===== config.mk =====
export PLATFORM = sky130hd
export DESIGN_NAME = cr16_control_flat
export DESIGN_NICKNAME = d
export VERILOG_FILES = /design/src/rtl/cr16_control_if.sv /design/src/rtl/cr16_control.sv /design/src/flat_wrapper.sv
export SDC_FILE = /design/constraint.sdc
export NUM_CORES = 1
export LEC_CHECK = 0
export BUFFER_PORTS_ARGS = -buffer_cell sky130_fd_sc_hd__clkbuf_2
export CORE_MARGIN = 3
export CORE_UTILIZATION = 30
export DETAILED_ROUTE_END_ITERATION = 7
export PLACE_DENSITY = 0.5
export SETUP_SLACK_MARGIN = 0.02
export SKIP_LAST_GASP = 1
export SYNTH_ARGS = -nofsm -noshare
export SYNTH_HDL_FRONTEND = slang
export SYNTH_SLANG_ARGS = --single-unit

===== constraint.sdc =====
create_clock -name I_CLK -period 4.5 [get_ports I_CLK]
set_clock_uncertainty 0.15 [all_clocks]
set_input_delay 0.225 -clock I_CLK [delete_from_list [all_inputs] [get_ports I_CLK]]
set_output_delay 0.225 -clock I_CLK [all_outputs]
set_load 0.02 [all_outputs]

===== src/rtl/cr16_control_if.sv =====
// Handshake and control bundle between the CR16 control unit (master) and its
// memories/datapath (slave).
interface cr16_control_if;
    logic        I_ENABLE;
    logic        O_FETCH_REQ;
    logic [15:0] O_PC;
    logic [15:0] I_INSTR;
    logic        I_INSTR_VALID;
    logic        O_MEM_READ;
    logic [15:0] O_MEM_ADDR;
    logic [15:0] I_MEM_DATA;
    logic        I_MEM_VALID;
    logic [15:0] I_B;
    logic [3:0]  O_REG_A_SELECT;
    logic [3:0]  O_REG_B_SELECT;
    logic [3:0]  O_OPCODE;
    logic [15:0] O_IMMEDIATE;
    logic        O_IMMEDIATE_SELECT;
    logic [15:0] O_REGFILE_DATA;
    logic        O_REGFILE_DATA_SELECT;
    logic [15:0] O_REG_WRITE_ENABLE;
    logic        O_ILLEGAL;

    modport master (
        input  I_ENABLE, I_INSTR, I_INSTR_VALID, I_MEM_DATA, I_MEM_VALID, I_B,
        output O_FETCH_REQ, O_PC, O_MEM_READ, O_MEM_ADDR, O_REG_A_SELECT, O_REG_B_SELECT,
               O_OPCODE, O_IMMEDIATE, O_IMMEDIATE_SELECT, O_REGFILE_DATA,
               O_REGFILE_DATA_SELECT, O_REG_WRITE_ENABLE, O_ILLEGAL
    );

    modport slave (
        output I_ENABLE, I_INSTR, I_INSTR_VALID, I_MEM_DATA, I_MEM_VALID, I_B,
        input  O_FETCH_REQ, O_PC, O_MEM_READ, O_MEM_ADDR, O_REG_A_SELECT, O_REG_B_SELECT,
               O_OPCODE, O_IMMEDIATE, O_IMMEDIATE_SELECT, O_REGFILE_DATA,
               O_REGFILE_DATA_SELECT, O_REG_WRITE_ENABLE, O_ILLEGAL
    );
endinterface


===== src/rtl/cr16_control.sv =====
// CR16 multi-cycle control: FETCH -> DECODE -> EXECUTE (-> MEM_WAIT for LOAD), 3 cycles
// for register ops, 4+ for LOAD; each stalled handshake cycle or I_ENABLE-low cycle holds state.
module cr16_control #(
    parameter logic [15:0] PC_RESET = 16'h0000
) (
    input  logic           I_CLK,
    input  logic           I_RESET,
    cr16_control_if.master bus
);
    typedef enum logic [1:0] {FETCH, DECODE, EXECUTE, MEM_WAIT} state_t;

    state_t      state, state_nxt;
    logic [15:0] pc, ir;
    logic        ld_ir, ld_dec, en;

    logic [3:0]  d_ra, d_rb, d_opc;
    logic [15:0] d_imm, d_rf_data;
    logic        d_imm_sel, d_rf_sel, d_mov, d_load, d_illegal, d_write;

    logic [3:0]  c_opc;
    logic [15:0] c_imm, c_rf_data;
    logic        c_imm_sel, c_rf_sel, c_mov, c_load, c_illegal, c_write;
    logic [4:0]  alu_r, alu_i;

    // {valid, ALU opcode} for an R-type opext / immediate-form op code
    function automatic logic [4:0] alu_code(input logic [3:0] code);
        case (code)
            4'b0001: return {1'b1, 4'd5};
            4'b0010: return {1'b1, 4'd6};
            4'b0011: return {1'b1, 4'd7};
            4'b0101: return {1'b1, 4'd0};
            4'b0110: return {1'b1, 4'd1};
            4'b1001: return {1'b1, 4'd3};
            4'b1110: return {1'b1, 4'd2};
            4'b1111: return {1'b1, 4'd4};
            default: return 5'b0;
        endcase
    endfunction

    always_comb begin
        c_opc     = 4'd0;
        c_imm     = 16'h0000;
        c_rf_data = 16'h0000;
        c_imm_sel = 1'b0;
        c_rf_sel  = 1'b0;
        c_mov     = 1'b0;
        c_load    = 1'b0;
        c_illegal = 1'b0;
        c_write   = 1'b0;
        alu_r     = alu_code(ir[7:4]);
        alu_i     = alu_code(ir[15:12]);
        case (ir[15:12])
            4'b0000: begin
                if (alu_r[4]) begin
                    c_write = 1'b1;
                    c_opc   = alu_r[3:0];
                end else if (ir[7:4] == 4'b1101) begin
                    c_write  = 1'b1;
                    c_rf_sel = 1'b1;
                    c_mov    = 1'b1;
                end else begin
                    c_illegal = 1'b1;
                end
            end
            4'b1101: begin
                c_write   = 1'b1;
                c_rf_sel  = 1'b1;
                c_rf_data = {8'h00, ir[7:0]};
            end
            4'b1111: begin
                c_write   = 1'b1;
                c_rf_sel  = 1'b1;
                c_rf_data = {ir[7:0], 8'h00};
            end
            4'b0100: begin
                if (ir[7:4] == 4'b0000) c_load = 1'b1;
                else                    c_illegal = 1'b1;
            end
            default: begin
                if (alu_i[4]) begin
                    c_write   = 1'b1;
                    c_opc     = alu_i[3:0];
                    c_imm_sel = 1'b1;
                    // logical immediates zero-extend, arithmetic ones sign-extend
                    if (ir[15:12] == 4'b0001 || ir[15:12] == 4'b0010 || ir[15:12] == 4'b0011)
                        c_imm = {8'h00, ir[7:0]};
                    else
                        c_imm = {{8{ir[7]}}, ir[7:0]};
                end else begin
                    c_illegal = 1'b1;
                end
            end
        endcase
    end

    always_ff @(posedge I_CLK) begin
        if (I_RESET) state <= FETCH;
        else         state <= state_nxt;
    end

    always_comb begin
        en                     = bus.I_ENABLE && !I_RESET;
        state_nxt              = state;
        ld_ir                  = 1'b0;
        ld_dec                 = 1'b0;
        bus.O_FETCH_REQ        = 1'b0;
        bus.O_MEM_READ         = 1'b0;
        bus.O_ILLEGAL          = 1'b0;
        bus.O_REG_WRITE_ENABLE = 16'h0000;
        case (state)
            FETCH: begin
                bus.O_FETCH_REQ = en;
                if (en && bus.I_INSTR_VALID) begin
                    ld_ir     = 1'b1;
                    state_nxt = DECODE;
                end
            end
            DECODE: begin
                if (en) begin
                    ld_dec    = 1'b1;
                    state_nxt = EXECUTE;
                end
            end
            EXECUTE: begin
                if (en) begin
                    bus.O_ILLEGAL = d_illegal;
                    if (d_write) bus.O_REG_WRITE_ENABLE = 16'h0001 << d_ra;
                    state_nxt = d_load ? MEM_WAIT : FETCH;
                end
            end
            MEM_WAIT: begin
                bus.O_MEM_READ = en;
                if (en && bus.I_MEM_VALID) begin
                    bus.O_REG_WRITE_ENABLE = 16'h0001 << d_ra;
                    state_nxt              = FETCH;
                end
            end
            default: state_nxt = FETCH;
        endcase
    end

    always_ff @(posedge I_CLK) begin
        if (I_RESET) begin
            pc        <= PC_RESET;
            ir        <= 16'h0000;
            d_ra      <= 4'd0;
            d_rb      <= 4'd0;
            d_opc     <= 4'd0;
            d_imm     <= 16'h0000;
            d_rf_data <= 16'h0000;
            d_imm_sel <= 1'b0;
            d_rf_sel  <= 1'b0;
            d_mov     <= 1'b0;
            d_load    <= 1'b0;
            d_illegal <= 1'b0;
            d_write   <= 1'b0;
        end else begin
            if (ld_ir) begin
                ir <= bus.I_INSTR;
                pc <= pc + 16'd1;
            end
            if (ld_dec) begin
                d_ra      <= ir[11:8];
                d_rb      <= ir[3:0];
                d_opc     <= c_opc;
                d_imm     <= c_imm;
                d_rf_data <= c_rf_data;
                d_imm_sel <= c_imm_sel;
                d_rf_sel  <= c_rf_sel;
                d_mov     <= c_mov;
                d_load    <= c_load;
                d_illegal <= c_illegal;
                d_write   <= c_write;
            end
        end
    end

    assign bus.O_PC                  = pc;
    assign bus.O_MEM_ADDR            = bus.I_B;
    assign bus.O_REG_A_SELECT        = d_ra;
    assign bus.O_REG_B_SELECT        = d_rb;
    assign bus.O_OPCODE              = d_opc;
    assign bus.O_IMMEDIATE           = d_imm;
    assign bus.O_IMMEDIATE_SELECT    = d_imm_sel;
    // load data and MOV source bypass the ALU straight from their live inputs
    assign bus.O_REGFILE_DATA        = (state == MEM_WAIT)           ? bus.I_MEM_DATA :
                                       (state == EXECUTE && d_mov)   ? bus.I_B : d_rf_data;
    assign bus.O_REGFILE_DATA_SELECT = (state == MEM_WAIT) ? 1'b1 : d_rf_sel;
endmodule


===== src/flat_wrapper.sv =====
// flat-port wrapper written by rule: the top's interface ports become plain ports
module cr16_control_flat 
#(
    parameter logic [15:0] PC_RESET = 16'h0000
)
  (I_CLK, I_RESET, bus_I_ENABLE, bus_I_INSTR, bus_I_INSTR_VALID, bus_I_MEM_DATA, bus_I_MEM_VALID, bus_I_B, bus_O_FETCH_REQ, bus_O_PC, bus_O_MEM_READ, bus_O_MEM_ADDR, bus_O_REG_A_SELECT, bus_O_REG_B_SELECT, bus_O_OPCODE, bus_O_IMMEDIATE, bus_O_IMMEDIATE_SELECT, bus_O_REGFILE_DATA, bus_O_REGFILE_DATA_SELECT, bus_O_REG_WRITE_ENABLE, bus_O_ILLEGAL);
  cr16_control_if bus_i ();
  input  logic I_CLK;
  input  logic I_RESET;
  input wire logic [$bits(bus_i.I_ENABLE)-1:0] bus_I_ENABLE;
  input wire logic [$bits(bus_i.I_INSTR)-1:0] bus_I_INSTR;
  input wire logic [$bits(bus_i.I_INSTR_VALID)-1:0] bus_I_INSTR_VALID;
  input wire logic [$bits(bus_i.I_MEM_DATA)-1:0] bus_I_MEM_DATA;
  input wire logic [$bits(bus_i.I_MEM_VALID)-1:0] bus_I_MEM_VALID;
  input wire logic [$bits(bus_i.I_B)-1:0] bus_I_B;
  output wire logic [$bits(bus_i.O_FETCH_REQ)-1:0] bus_O_FETCH_REQ;
  output wire logic [$bits(bus_i.O_PC)-1:0] bus_O_PC;
  output wire logic [$bits(bus_i.O_MEM_READ)-1:0] bus_O_MEM_READ;
  output wire logic [$bits(bus_i.O_MEM_ADDR)-1:0] bus_O_MEM_ADDR;
  output wire logic [$bits(bus_i.O_REG_A_SELECT)-1:0] bus_O_REG_A_SELECT;
  output wire logic [$bits(bus_i.O_REG_B_SELECT)-1:0] bus_O_REG_B_SELECT;
  output wire logic [$bits(bus_i.O_OPCODE)-1:0] bus_O_OPCODE;
  output wire logic [$bits(bus_i.O_IMMEDIATE)-1:0] bus_O_IMMEDIATE;
  output wire logic [$bits(bus_i.O_IMMEDIATE_SELECT)-1:0] bus_O_IMMEDIATE_SELECT;
  output wire logic [$bits(bus_i.O_REGFILE_DATA)-1:0] bus_O_REGFILE_DATA;
  output wire logic [$bits(bus_i.O_REGFILE_DATA_SELECT)-1:0] bus_O_REGFILE_DATA_SELECT;
  output wire logic [$bits(bus_i.O_REG_WRITE_ENABLE)-1:0] bus_O_REG_WRITE_ENABLE;
  output wire logic [$bits(bus_i.O_ILLEGAL)-1:0] bus_O_ILLEGAL;
  assign bus_i.I_ENABLE = bus_I_ENABLE;
  assign bus_i.I_INSTR = bus_I_INSTR;
  assign bus_i.I_INSTR_VALID = bus_I_INSTR_VALID;
  assign bus_i.I_MEM_DATA = bus_I_MEM_DATA;
  assign bus_i.I_MEM_VALID = bus_I_MEM_VALID;
  assign bus_i.I_B = bus_I_B;
  assign bus_O_FETCH_REQ = bus_i.O_FETCH_REQ;
  assign bus_O_PC = bus_i.O_PC;
  assign bus_O_MEM_READ = bus_i.O_MEM_READ;
  assign bus_O_MEM_ADDR = bus_i.O_MEM_ADDR;
  assign bus_O_REG_A_SELECT = bus_i.O_REG_A_SELECT;
  assign bus_O_REG_B_SELECT = bus_i.O_REG_B_SELECT;
  assign bus_O_OPCODE = bus_i.O_OPCODE;
  assign bus_O_IMMEDIATE = bus_i.O_IMMEDIATE;
  assign bus_O_IMMEDIATE_SELECT = bus_i.O_IMMEDIATE_SELECT;
  assign bus_O_REGFILE_DATA = bus_i.O_REGFILE_DATA;
  assign bus_O_REGFILE_DATA_SELECT = bus_i.O_REGFILE_DATA_SELECT;
  assign bus_O_REG_WRITE_ENABLE = bus_i.O_REG_WRITE_ENABLE;
  assign bus_O_ILLEGAL = bus_i.O_ILLEGAL;
  cr16_control #(.PC_RESET(PC_RESET)) u_core (.I_CLK(I_CLK), .I_RESET(I_RESET), .bus(bus_i));
endmodule

==> summary.txt <==
Drt
  – Final ANT Viol Nets: 0
  – Vias: 4198
  – 1st-iter DRT viols: 307
  – DRT Pass-1 Iters: 5
  – DR DRC count: 0
  – Wire per inst: 14.9 µm
  – Vias per cell: 4.96
  – Post-Route WL: 12.6 mm

Critical path
  – RR Endpoint: u_core.alu_i[4]
  – R2r setup slk: approximately 1.1 ns
  – Critical path data required time: 4.61 ns
  – Crit. End Element: flip-flop
  – Worst reg2reg path depth: 11
  – Worst path arrival time: around 3.5 ns
  – Setup crit start kind: flip-flop
  – CP Max Fanout: 12
  – Reg2reg start: u_core.state[1]
  – CP Class: reg -> reg

Global routing
  – Met2 usage: 25.4%
  – Overflow after GRT: 0
  – Met3 GRT Util: roughly 3%
  – All-Layer GR Usage: 15.7%
  – Gr busiest metal: met2
  – First-pass GRT wire length: 20.3 mm
  – Largest net degree at the start of global routing: 75
  – Vias in the first global route: 3912
  – Grt met1 use: between 20% and 30%
  – Initial antenna violation count: 0

Timing
  – Final setup violation count: 0
  – Total negative slack: 0 ns
  – Fin. Hold Viols: 0
  – Period utilization: around three quarters
  – Max_slew headroom: 34.6%
  – Least-Margin Pin Slew: 0.981 ns
  – Fmax: 296 MHz
  – Slew Limit Fails: 0
  – Fin crit period: 3.38 ns
  – RSZ-0062 raised after global routing: no

Clock network
  – # resized after CTS: 0
  – CTS buffer count: 9
  – Number of H-tree branching levels: 3
  – Clock Sinks: 84
  – Clock transition at the registers of the reported paths: 0.06 ns
  – Root Buffer: clkbuf_16
  – Postcts setup bufs: 0
  – Hold-fix buffers, CTS: 8
  – Maximum root-to-sink buffer count: 2
  – CTS tree: done
  – Worst skew pair latency: about 0.35 ns

Final layout
  – Synth-to-Final Area Change: 24.5%
  – Final Net Count: 724
  – Antenna Cells: 0
  – Layout cell share with drive strength beyond 1: a little over a quarter
  – Area of the multi-input gates: 2270 µm²
  – Register area: between 1500 and 2000 µm²
  – Utilization after layout: approximately two fifths
  – Finished Cell Area: 5430 µm²
  – Fill cell count: around 1500
  – Fin cells: 847

Logic synthesis
  – Ys flop type: dfxtp_1
  – Register bit total from synthesis: between 80 and 90
  – Cell variety after synth: 56
  – Post-Syn Area per Cell: 7.89 µm²
  – Post-Synthesis Cells: ~550
  – Mapped Area: between 4000 and 5000 µm²
  – Register area share after synthesis: 38.6%
  – Most common cell in the netlist: nand2_1
  – Post-Syn Nets: ~610
  – EDFF count, synth: 0
  – Commonest cells in the synthesized netlist: nand2_1 (90), dfxtp_1 (84), nor2_1 (59)
  – Top post-synthesis cells by area: dfxtp_1 (39%), nand2_1 (7.8%), nor2_1 (5.1%)
  – YS warnings: 0
  – Cell type with the largest total area after synthesis: dfxtp_1
  – Asr flop ratio synth: 0%
  – Yosys top cell area share: 38.6%

Die
  – Die width: between 100 and 150 µm
  – Core area: 14000 µm²
  – Starting Density: around 31%
  – Num ports: 150
  – # rows: 43
  – Die height: 127 µm
  – Die area: 16000 µm²

Min path
  – Min-delay src: bus_I_INSTR[4]
  – Worst Hold Class: in -> reg
  – Worst Hold End: u_core.ir[4]
  – Hold depth: 3

Pwr
  – Max rail drop VDD: 0.000164 V
  – Pwr per Cell Area: 328 nW/µm²
  – Tot Pwr: 0.00178 W
  – LEAKAGE: 2.35 nW

Run
  – Max-cap check violation count: 0

Placement
  – I/O Buffers: 148
  – Detailed placement HPWL: 9.39 mm
  – Post-placement cell count: 823
  – Post-DP Area: 5000 µm²
  – Global placer's final weighted congestion: 0.867

Outcome
  – Status: complete, no violations
[where the power goes]
group          total (W)  internal [W]  switching [W]
Sequential      0.000773      0.000756      0.0000175
Combinational   0.000142     0.0000535      0.0000883
Clock           0.000866      0.000557       0.000309
Total            0.00178       0.00137       0.000415
[worst max-delay path, stage by stage (launching register included)]
cell	delay, ns
dfxtp_1	0.43
or3b_1	0.61
nor2_2	0.38
nand2_1	0.13
a21oi_1	0.32
inv_1	0.12
ha_1	0.29
nor2b_1	0.18
nand2_1	0.07
o21ai_0	0.23
nor2_1	0.09
a221oi_2	0.28
[cells by family after synthesis]
group	share of synthesized area (%)
AND/OR/NAND/NOR	25.6
XOR/XNOR	2.81
flip-flops	38.6
adder cells (fa/ha/maj)	2.58
AO/OA/AOI/OAI	17.1
multiplexers	3.93
buffers and inverters	9.30
other	0.0861
[metrics by stage]
step	setup slack, ns	hold slack, ns
final	1.12	0.0347
after global routing	0.747	0.0523
after CTS	1.13	0.0212
after detailed placement	1.16	0.280
after global placement	1.28	0.271
after floorplan	1.81	0.211
[layer usage]
layer | up-vias | wire [µm]
met5 | - | 0
met4 | 0 | 157
met3 | 14 | 877
met2 | 166 | 5790
met1 | 1917 | 5820
li1 | 2101 | -
[cell usage in the layout (no fill, tap or decap), types with 4 or more instances in the layout]
cell / n
a21oi_1: 37
a22oi_1: 18
and3_1: 8
buf_4: 4
clkbuf_16: 9
clkbuf_2: 148
dfxtp_1: 84
dlygate4sd3_1: 8
ha_1: 9
inv_1: 12
mux2i_1: 16
nand2_1: 90
nand2b_1: 5
nand3_1: 28
nand4_1: 9
nor2_1: 58
nor2b_1: 8
nor3_1: 12
o21ai_0: 29
xnor2_1: 7
xor2_1: 7
[worst max-delay path by stage]
stage / startpoint / endpoint / slack [ns] / depth (start not counted)
floorplan: u_core.state[1] / u_core.alu_r[4] / 1.81 / 13
global placement: I_RESET / u_core.alu_r[4] / 1.28 / 13
detailed placement: I_RESET / u_core.alu_i[4] / 1.16 / 13
CTS: u_core.state[1] / u_core.alu_i[4] / 1.13 / 11
global route: u_core.state[1] / u_core.alu_i[4] / 0.75 / 11
finish: u_core.state[1] / u_core.alu_i[4] / 1.12 / 11
[layout make-up]
cell class                      count  share of cell area, %
Multi-Input combinational cell    395                   41.9
Sequential cell                    84                   31.0
Timing Repair Buffer              160                   15.7
Clock buffer                       10                   4.40
Tap cell                          180                   4.15
Clock inverter                      6                   2.05
Inverter                           12                  0.830
[flip-flops by register name, indices dropped and copies added, names as in the netlist]
name and cells:
u_core.d_mov 1, u_core.d_rf_sel 1, u_core.d_write 1, u_core.state 2, u_core.d_load 1, u_core.bus.O_PC 16
u_core.ir 16, u_core.bus.O_IMMEDIATE_SELECT 1, u_core.bus.O_OPCODE 3, u_core.bus.O_REG_B_SELECT 4, u_core.d_rf_data 16, u_core.d_illegal 1
u_core.bus.O_IMMEDIATE 9, u_core.alu_i 4, u_core.bus.O_REG_A_SELECT 4, u_core.alu_r 4
Note: power is estimated with default switching activity, not from simulation.
